[src/rtl/vga_layer_compositor.sv]
// Priority compositor for NUM_LAYERS VGA pixel layers with colour keying, frame-synchronous config.
// Optional per-layer 50% blend with the next lower layer: define VGA_LAYER_BLEND_EN.
module vga_layer_compositor #(
    parameter int NUM_LAYERS = 4,
    parameter int COLOR_W    = 12,
    parameter int MEM_LAT    = 2,
    parameter int FCNT_W     = 16
) (
    input  logic                          pixel_clk,
    input  logic                          rst,
    input  logic                          blank_in,
    input  logic                          hs_in,
    input  logic                          vs_in,
    input  logic [10:0]                   drawX,
    input  logic [10:0]                   drawY,
    input  logic [NUM_LAYERS*COLOR_W-1:0] layer_pix,
    input  logic [NUM_LAYERS-1:0]         cfg_en,
    input  logic [NUM_LAYERS-1:0]         cfg_blend,
    input  logic [COLOR_W-1:0]            cfg_key,
    input  logic                          cfg_valid,
    output logic                          cfg_ready,
    output logic                          hs,
    output logic                          vs,
    output logic [COLOR_W-1:0]            RGB,
    output logic                          frame_clk,
    output logic [FCNT_W-1:0]             frame_count
);
    localparam int D = MEM_LAT + 1;

    logic [D-1:0]            blank_q, blank_d, hs_q, hs_d, vs_q, vs_d;
    logic [COLOR_W-1:0]      rgb_q, rgb_d;
    logic                    frame_clk_q, frame_clk_d;
    logic [FCNT_W-1:0]       fcnt_q, fcnt_d;
    logic                    cfg_ready_q, cfg_ready_d;
    logic [NUM_LAYERS-1:0]   pend_en_q, pend_en_d, act_en_q, act_en_d;
    logic [COLOR_W-1:0]      pend_key_q, pend_key_d, act_key_q, act_key_d;
    logic [COLOR_W-1:0]      pix, win, lower;
    logic                    unused_inputs;

`ifdef VGA_LAYER_BLEND_EN
    localparam int NCH = COLOR_W / 4;
    logic [NUM_LAYERS-1:0]   pend_blend_q, pend_blend_d, act_blend_q, act_blend_d;
    logic                    win_blend;
    logic [4:0]              sum;
    assign unused_inputs = ^{drawX, drawY};
`else
    assign unused_inputs = ^{drawX, drawY, cfg_blend};
`endif

    always_comb begin
        blank_d     = {blank_q[D-2:0], blank_in};
        hs_d        = {hs_q[D-2:0], hs_in};
        vs_d        = {vs_q[D-2:0], vs_in};
        // Registered fall detect: high in the same cycle the output vs first reads 0.
        frame_clk_d = vs_q[D-1] & ~vs_q[D-2];
        fcnt_d      = frame_clk_q ? fcnt_q + {{(FCNT_W-1){1'b0}}, 1'b1} : fcnt_q;

        cfg_ready_d = cfg_ready_q;
        pend_en_d   = pend_en_q;
        pend_key_d  = pend_key_q;
        act_en_d    = act_en_q;
        act_key_d   = act_key_q;
`ifdef VGA_LAYER_BLEND_EN
        pend_blend_d = pend_blend_q;
        act_blend_d  = act_blend_q;
`endif
        // cfg_ready low means the pending set holds an unapplied configuration.
        if (frame_clk_q && !cfg_ready_q) begin
            act_en_d    = pend_en_q;
            act_key_d   = pend_key_q;
`ifdef VGA_LAYER_BLEND_EN
            act_blend_d = pend_blend_q;
`endif
            cfg_ready_d = 1'b1;
        end
        if (cfg_valid && cfg_ready_q) begin
            pend_en_d    = cfg_en;
            pend_key_d   = cfg_key;
`ifdef VGA_LAYER_BLEND_EN
            pend_blend_d = cfg_blend;
`endif
            cfg_ready_d  = 1'b0;
        end
    end

    always_comb begin
        // NOTE: every variable gets a default first so no path infers a latch.
        pix   = '0;
        win   = '0;
        lower = '0;
`ifdef VGA_LAYER_BLEND_EN
        win_blend = 1'b0;
        sum       = '0;
`endif
        for (int i = 0; i < NUM_LAYERS; i++) begin
            pix = layer_pix[i*COLOR_W +: COLOR_W];
            if (act_en_q[i] && (pix != act_key_q)) begin
                lower = win;
                win   = pix;
`ifdef VGA_LAYER_BLEND_EN
                win_blend = act_blend_q[i];
`endif
            end
        end
        rgb_d = win;
`ifdef VGA_LAYER_BLEND_EN
        // A missing lower layer contributes black to the average.
        if (win_blend) begin
            for (int c = 0; c < NCH; c++) begin
                sum = {1'b0, win[c*4 +: 4]} + {1'b0, lower[c*4 +: 4]};
                rgb_d[c*4 +: 4] = sum[4:1];
            end
        end
`endif
        if (blank_q[MEM_LAT-1]) rgb_d = '0;
    end

    // NOTE: sequential state uses non-blocking assignments so all flops update together.
    always_ff @(posedge pixel_clk or posedge rst) begin
        if (rst) begin
            blank_q     <= '1;
            hs_q        <= '1;
            vs_q        <= '1;
            rgb_q       <= '0;
            frame_clk_q <= 1'b0;
            fcnt_q      <= '0;
            cfg_ready_q <= 1'b1;
            pend_en_q   <= '1;
            pend_key_q  <= '0;
            act_en_q    <= '1;
            act_key_q   <= '0;
`ifdef VGA_LAYER_BLEND_EN
            pend_blend_q <= '0;
            act_blend_q  <= '0;
`endif
        end else begin
            blank_q     <= blank_d;
            hs_q        <= hs_d;
            vs_q        <= vs_d;
            rgb_q       <= rgb_d;
            frame_clk_q <= frame_clk_d;
            fcnt_q      <= fcnt_d;
            cfg_ready_q <= cfg_ready_d;
            pend_en_q   <= pend_en_d;
            pend_key_q  <= pend_key_d;
            act_en_q    <= act_en_d;
            act_key_q   <= act_key_d;
`ifdef VGA_LAYER_BLEND_EN
            pend_blend_q <= pend_blend_d;
            act_blend_q  <= act_blend_d;
`endif
        end
    end

    assign hs          = hs_q[D-1];
    assign vs          = vs_q[D-1];
    assign RGB         = rgb_q;
    assign frame_clk   = frame_clk_q;
    assign frame_count = fcnt_q;
    assign cfg_ready   = cfg_ready_q;
endmodule

[config.mk]
export PLATFORM = sky130hd
export DESIGN_NAME = vga_layer_compositor
export DESIGN_NICKNAME = d
export VERILOG_FILES = /design/src/rtl/vga_layer_compositor.sv
export SDC_FILE = /design/constraint.sdc
export NUM_CORES = 1
export LEC_CHECK = 0
export BUFFER_PORTS_ARGS = -buffer_cell sky130_fd_sc_hd__buf_2
export CAP_MARGIN = 10
export CORE_MARGIN = 3
export CORE_UTILIZATION = 30
export DETAILED_ROUTE_END_ITERATION = 10
export GPL_TIMING_DRIVEN = 0
export MAX_ROUTING_LAYER = met4
export PLACE_DENSITY = 0.65
export SLEW_MARGIN = 20
export SYNTH_ARGS = -nofsm -noshare
export SYNTH_HDL_FRONTEND = slang
export SYNTH_SLANG_ARGS = --single-unit
[constraint.sdc]
create_clock -name pixel_clk -period 2.2 [get_ports pixel_clk]
set_input_delay 0.11 -clock pixel_clk [delete_from_list [all_inputs] [get_ports pixel_clk]]
set_output_delay 0.11 -clock pixel_clk [all_outputs]
set_load 0.01 [all_outputs]
==> impl_metrics.env, run 1 <==
export IMPL_die_w_um=115
export IMPL_cap_violations=0
export IMPL_internal_power_uw=3660
export IMPL_num_nets_final=526
export IMPL_area_delta_synth_final_pct=32.9
export IMPL_worst_pin_slew_ns=0.528
export IMPL_layout_common_cells="buf_2, xnor2_1, dfrtp_1"
export IMPL_firstDrtPassIters=4
export IMPL_via_per_inst=4.74
export IMPL_holdPathStages=3
export IMPL_cts_tree="done"
export IMPL_synth_nets=395
export IMPL_rsz0062_at_grt="no"
export IMPL_arrival_ns=2.27
export IMPL_instances_no_fill=578
export IMPL_status="complete, no violations"
export IMPL_coreArea_um2=11600
export IMPL_r2r_slack_ns=0.13
export IMPL_fin_area_um2=4770
export IMPL_clockPowerShare=0.246
export IMPL_portBuffers=101
export IMPL_fill_cells=1115
export IMPL_io_pins=128
export IMPL_setup_slack_ns=0.133
export IMPL_regArea_um2=1770
export IMPL_rows=39
export IMPL_syn_cell_area_um2=3590
export IMPL_endpoint="RGB[2]$_DFF_PP0_"
export IMPL_layout_drive_gt1_share=0.472
export IMPL_wirelength_um=9440
export IMPL_r2r_start="act_key_q[10]$_DFFE_PP0P_"
export IMPL_htree_levels=3
export IMPL_crit_fanout=10
export IMPL_grt_pass1_wl_um=14900
export IMPL_ant_nets=0
export IMPL_cp_start_kind="register"
export IMPL_route_vias_total=2737
export IMPL_clk_latency_ns=0.34
export IMPL_met3_usage=0.0463
export IMPL_ys_ff_latch=70
export IMPL_sw_frac_of_total=0.345
export IMPL_final_common_cell="buf_2"
export IMPL_place_congestion=0.905
export IMPL_finalSetupViolations=0
export IMPL_max_freq_mhz=484
export IMPL_cts_sinks=70
export IMPL_min_period_over_period=0.940
export IMPL_reg2reg_depth=7
export IMPL_ys_warn_count=0
export IMPL_synthTopCellsByArea="dfrtp_1, xnor2_1, dfstp_2, mux2_2, o221ai_2"
export IMPL_synth_avg_cell_area_um2=12.0
export IMPL_slew_violations=0
export IMPL_combPwrFrac=0.404
export IMPL_grt_ovfl_total=0
export IMPL_grt_max_degree=43
export IMPL_grt_pass1_vias=2871
export IMPL_first_iter_violations=121
export IMPL_maxSlewHeadroom=0.648
export IMPL_dpl_instance_area_um2=4290
export IMPL_antenna_found_initial=1
export IMPL_hold_viol_final=0
export IMPL_peakVddDrop_mv=0.563
export IMPL_cts_made_buffers=9
export IMPL_p_leak_uw=0.00210
export IMPL_pwr_share_seq=0.351
export IMPL_finalPower_uw=5590
export IMPL_drc=0
export IMPL_synth_area_leader_cell="dfrtp_1"
export IMPL_p_per_area_nw_per_um2=1170
export IMPL_start_util=0.310
export IMPL_fin_crit_ns=2.07
export IMPL_hold_path_class="input port to register"
export IMPL_met2_usage=0.243
export IMPL_crit_type="register to register"
export IMPL_ys_seq_area_frac=0.494
export IMPL_grt_use_met1=0.186
export IMPL_pre_cts_ws_ns=0.0559
export IMPL_grt_use_total=0.152
export IMPL_synth_top_area_share=0.370
export IMPL_cts_buffer_depth=2
export IMPL_clk_pin_slew_ns=0.06
export IMPL_dieHeight_um=115
export IMPL_net_switching_power_uw=1930
export IMPL_place_hpwl_um=7440
export IMPL_yosys_cell_types_count=26
export IMPL_die_area_um2=13300
export IMPL_multi_input_area_um2=1630
export IMPL_synthCells=298
export IMPL_dpl_cell_count=543
export IMPL_crit_path_start="act_key_q[10]$_DFFE_PP0P_"
export IMPL_busiest_layer="met2"
export IMPL_routedWlPerCell_um=16.3
export IMPL_clock_skew_ns=0.00950
export IMPL_worst_ep_required_time_ns=2.40
export IMPL_reg2reg_to="RGB[2]$_DFF_PP0_"
export IMPL_holdWs_ns=0.00902
export IMPL_endpoint_kind="register"
export IMPL_root_buffer="clkbuf_16"
-- worst max-delay path, cell delays in order (launching register included) --
cell and delay [ns]:
dfrtp_1 0.36, buf_2 0.16, xnor2_1 0.20, nand4_1 0.21, buf_2 0.24, o311a_1 0.37, a31oi_1 0.25, o221ai_2 0.15
-- power groups by stage --
| stage | sequential (uW) | combinational, uW | clock [uW] |
|---|---|---|---|
| floorplan | 2000 | 1570 | 0 |
| global placement | 1970 | 2170 | 0 |
| detailed placement | 1990 | 2220 | 0 |
| CTS | 1970 | 2240 | 1420 |
| global route | 2010 | 2480 | 1480 |
| finish | 1960 | 2260 | 1370 |
-- through the flow --
step	setup TNS, ns	utilization
2_1_floorplan	0	-
3_3_place_gp	-23.74	0.369
3_5_place_dp	0	0.371
4_1_cts	0	0.409
5_1_grt	0	0.412
6_report	0	0.412
-- registers in the layout, indices dropped and copies added, names as in the netlist --
register	count
blank_q	2
frame_count	16
RGB	12
cfg_ready	1
vs_q	3
act_key_q	12
hs_q	3
pend_en_q	4
pend_key_q	12
frame_clk	1
act_en_q	4
-- cells in the mapped netlist, drive strengths merged --
master / instances
o221ai: 12
nand4: 15
nand3: 7
inv: 14
and3: 3
nor2: 2
or3b: 1
a31oi: 12
clkbuf: 9
nor2b: 2
o311a: 13
dfstp: 17
buf: 16
ha: 1
xor2: 3
and2: 1
o31a: 2
o31ai: 2
xnor2: 60
mux2: 33
nand2: 19
o21a: 1
dfrtp: 53
-- layer usage --
layer | vias up | part of all wire
li1 | 1312 | -
met1 | 1322 | 0.44
met2 | 91 | 0.48
met3 | 12 | 0.064
met4 | 0 | 0.015
met5 | - | 0
-- logic make-up (layout without fill, tap and decap cells) --
logic type / count (synthesis) / count (layout) / share of synthesized area
simple gates: 50 / 50 / 0.0715
buf+inv: 39 / 175 / 0.0534
compound gates: 42 / 42 / 0.118
fa+ha+maj: 1 / 1 / 0.00349
flops: 70 / 70 / 0.494
xor+xnor: 63 / 63 / 0.156
other cells: 0 / 1 / 0
mux: 33 / 33 / 0.104
-- timing repair --
item / in CTS / in global routing
hold buffers: 15 / 1
setup endpoints to repair: 0 / 10
setup buffers: 0 / 2
gates resized for setup: 0 / 9
endpoints found under the hold margin: 31 / 1
-- how the worst min path moves through the flow --
stage	to	start	slack (ns)
floorplan	blank_q[0]$_DFF_PP1_	blank_in	0.11
global placement	hs_q[0]$_DFF_PP1_	hs_in	0.22
detailed placement	pend_key_q[11]$_DFFE_PP0P_	rst	0.13
CTS	pend_key_q[3]$_DFFE_PP0P_	cfg_key[3]	0.001
global route	pend_en_q[2]$_DFFE_PP1P_	cfg_en[2]	0.002
finish	RGB[5]$_DFF_PP0_	layer_pix[41]	0.009
-- cell type report --
class,instances,share of cell area
Sequential cell,70,0.372
Multi-Input combinational cell,189,0.342
Timing Repair Buffer,120,0.147
Clock buffer,10,0.0501
Tap cell,143,0.0375
Buffer,25,0.0299
Inverter,14,0.0116
Clock inverter,6,0.00945
Antenna cell,1,0.000525
(Power assumes the default switching activity.)
==> inputs of run 2 (changes only) <==
--- a/config.mk
+++ b/config.mk
@@ -9,6 +9,7 @@
 export CAP_MARGIN = 10
 export CORE_MARGIN = 3
 export CORE_UTILIZATION = 30
+export CTS_BUF_LIST = sky130_fd_sc_hd__clkbuf_8
 export DETAILED_ROUTE_END_ITERATION = 10
 export GPL_TIMING_DRIVEN = 0
 export MAX_ROUTING_LAYER = met4
==> constraint.sdc (replaced) <==
create_clock -name pixel_clk -period 2.3 [get_ports pixel_clk]
set_input_delay 0 -clock pixel_clk [delete_from_list [all_inputs] [get_ports pixel_clk]]
set_output_delay 0 -clock pixel_clk [all_outputs]
set_load 0.01 [all_outputs]
==> impl_metrics.env, run 2 (same netlist as run 1, synthesis figures left out) <==
export IMPL_first_iter_violations=143
export IMPL_reg2reg_to="RGB[7]$_DFF_PP0_"
export IMPL_endpoint_kind="register"
export IMPL_multi_input_area_um2=1620
export IMPL_cts_sinks=70
export IMPL_dieHeight_um=115
export IMPL_cts_setup_buffers=0
export IMPL_firstDrtPassIters=4
export IMPL_crit_fanout=10
export IMPL_grt_pass1_wl_um=15300
export IMPL_slowest_delay_ns=0.42
export IMPL_slew_violations=0
export IMPL_final_setup_tns_ns=0
export IMPL_rsz0062_at_grt="no"
export IMPL_grt_pass1_vias=3039
export IMPL_io_pins=128
export IMPL_p_leak_uw=0.00216
export IMPL_ant_nets=0
export IMPL_max_freq_mhz=459
export IMPL_cts_buffer_depth=2
export IMPL_clk_pin_slew_ns=0.09
export IMPL_status="complete, no violations"
export IMPL_coreArea_um2=11600
export IMPL_largest_reg_flops=16
export IMPL_portBuffers=101
export IMPL_cts_made_buffers=9
export IMPL_route_vias_total=2805
export IMPL_hold_viol_final=0
export IMPL_cap_violations=0
export IMPL_crit_slowest_cell="o311a_1"
export IMPL_grt_ovfl_total=0
export IMPL_wirelength_um=9560
export IMPL_hold_path_class="input port to register"
export IMPL_r2r_slack_ns=0.12
export IMPL_grt_use_total=0.155
export IMPL_place_hpwl_um=7440
export IMPL_crit_path_start="act_key_q[10]$_DFFE_PP0P_"
export IMPL_holdWs_ns=0.0372
export IMPL_htree_levels=3
export IMPL_cp_start_kind="register"
export IMPL_peakVddDrop_mv=0.454
export IMPL_arrival_ns=2.39
export IMPL_dpl_cell_count=543
export IMPL_crit_chain="buf_2 > xnor2_1 > nand4_1 > clkbuf_1 > o311a_1 > a31oi_1 > o221ai_2"
export IMPL_via_per_inst=4.64
export IMPL_crit_type="register to register"
export IMPL_maxSlewHeadroom=0.645
export IMPL_final_common_cell="buf_2"
export IMPL_fill_cells=1094
export IMPL_reg2reg_depth=7
export IMPL_die_area_um2=13300
export IMPL_routedWlPerCell_um=15.8
export IMPL_start_util=0.310
export IMPL_rows=39
export IMPL_endpoint="RGB[7]$_DFF_PP0_"
export IMPL_instances_no_fill=605
export IMPL_worst_pin_slew_ns=0.533
export IMPL_num_nets_final=553
export IMPL_place_congestion=0.905
export IMPL_cts_tree="done"
export IMPL_worst_ep_required_time_ns=2.52
export IMPL_die_w_um=115
export IMPL_root_buffer="clkbuf_8"
export IMPL_min_period_over_period=0.947
export IMPL_fin_crit_ns=2.18
export IMPL_clock_skew_ns=0.0138
export IMPL_regArea_um2=1770
export IMPL_area_delta_synth_final_pct=37.5
export IMPL_layout_drive_gt1_share=0.434
export IMPL_grt_max_degree=43
export IMPL_r2r_start="act_key_q[10]$_DFFE_PP0P_"
export IMPL_drc=0
export IMPL_p_per_area_nw_per_um2=1010
export IMPL_layout_common_cells="buf_2, xnor2_1, dfrtp_1"
export IMPL_antenna_found_initial=1
export IMPL_finalSetupViolations=0
export IMPL_clk_latency_ns=0.36
[run 2: cell types whose count changed in the layout (fill, tap and decap cells not counted), moves of 2 or more]
cell / previous run / this run
buf_2: 115 / 113
buf_4: 2 / 0
clkbuf_1: 6 / 8
clkbuf_16: 9 / 0
clkbuf_8: 1 / 10
dlygate4sd3_1: 16 / 45
[run 2: area by class of cell]
cell class	count	share of cell area
Tap cell	143	0.0363
Antenna cell	1	0.000507
Multi-Input combinational cell	189	0.329
Timing Repair Buffer	147	0.198
Inverter	14	0.0112
Clock inverter	6	0.00913
Clock buffer	10	0.0279
Buffer	25	0.0284
Sequential cell	70	0.360
[run 2: report_power, final]
part	internal (uW)	switching, uW	leakage, uW
clock network	424	503	0.0000849
logic	1080	1090	0.00123
registers	1670	203	0.000845
[run 2: how the worst min path moves through the flow]
stage | startpoint | to | slack [ns] | cells past startpoint
after floorplan | blank_in | blank_q[0]$_DFF_PP1_ | 0.004 | 0
after global placement | hs_in | hs_q[0]$_DFF_PP1_ | 0.11 | 1
after detailed placement | rst | pend_key_q[11]$_DFFE_PP0P_ | 0.02 | 2
after CTS | layer_pix[1] | RGB[1]$_DFF_PP0_ | 0.01 | 3
after global routing | layer_pix[1] | RGB[1]$_DFF_PP0_ | 0.04 | 3
final | layer_pix[1] | RGB[1]$_DFF_PP0_ | 0.04 | 3
[run 2: per-layer routing]
layer	up-vias	wire, um	part of all wire	GRT usage
li1	1368	-	-	-
met1	1333	4210	0.44	0.187
met2	94	4620	0.48	0.254
met3	10	606	0.063	0.0432
met4	0	121	0.013	0.0423
met5	-	0	0	-
[run 2: stage by stage]
stage | setup WS, ns | utilization | total power, uW | instance area, um2
floorplan | 0.514 | - | 3420 | 3590
global placement | -0.242 | 0.369 | 3950 | 4270
CTS | 0.148 | 0.426 | 5030 | 4930
global route | 0.0111 | 0.426 | 5330 | 4930
finish | 0.121 | 0.426 | 4970 | 4930
detailed placement | 0.156 | 0.371 | 4020 | 4290
[run 2: worst max-delay path: cells and delay by family (launching register included)]
family                    cells  cell delay, ns
xor gates and xnor gates      1            0.20
and+or+nand+nor               1            0.20
DFF                           1            0.36
AOI/OAI and AO/OA             3            0.86
buffers and inverters         2            0.43
[run 2: timing repair]
item,in CTS,in global routing
hold endpoints to repair,77,0
setup endpoints to repair,0,3
hold buffers,45,0
gates resized for setup,0,2
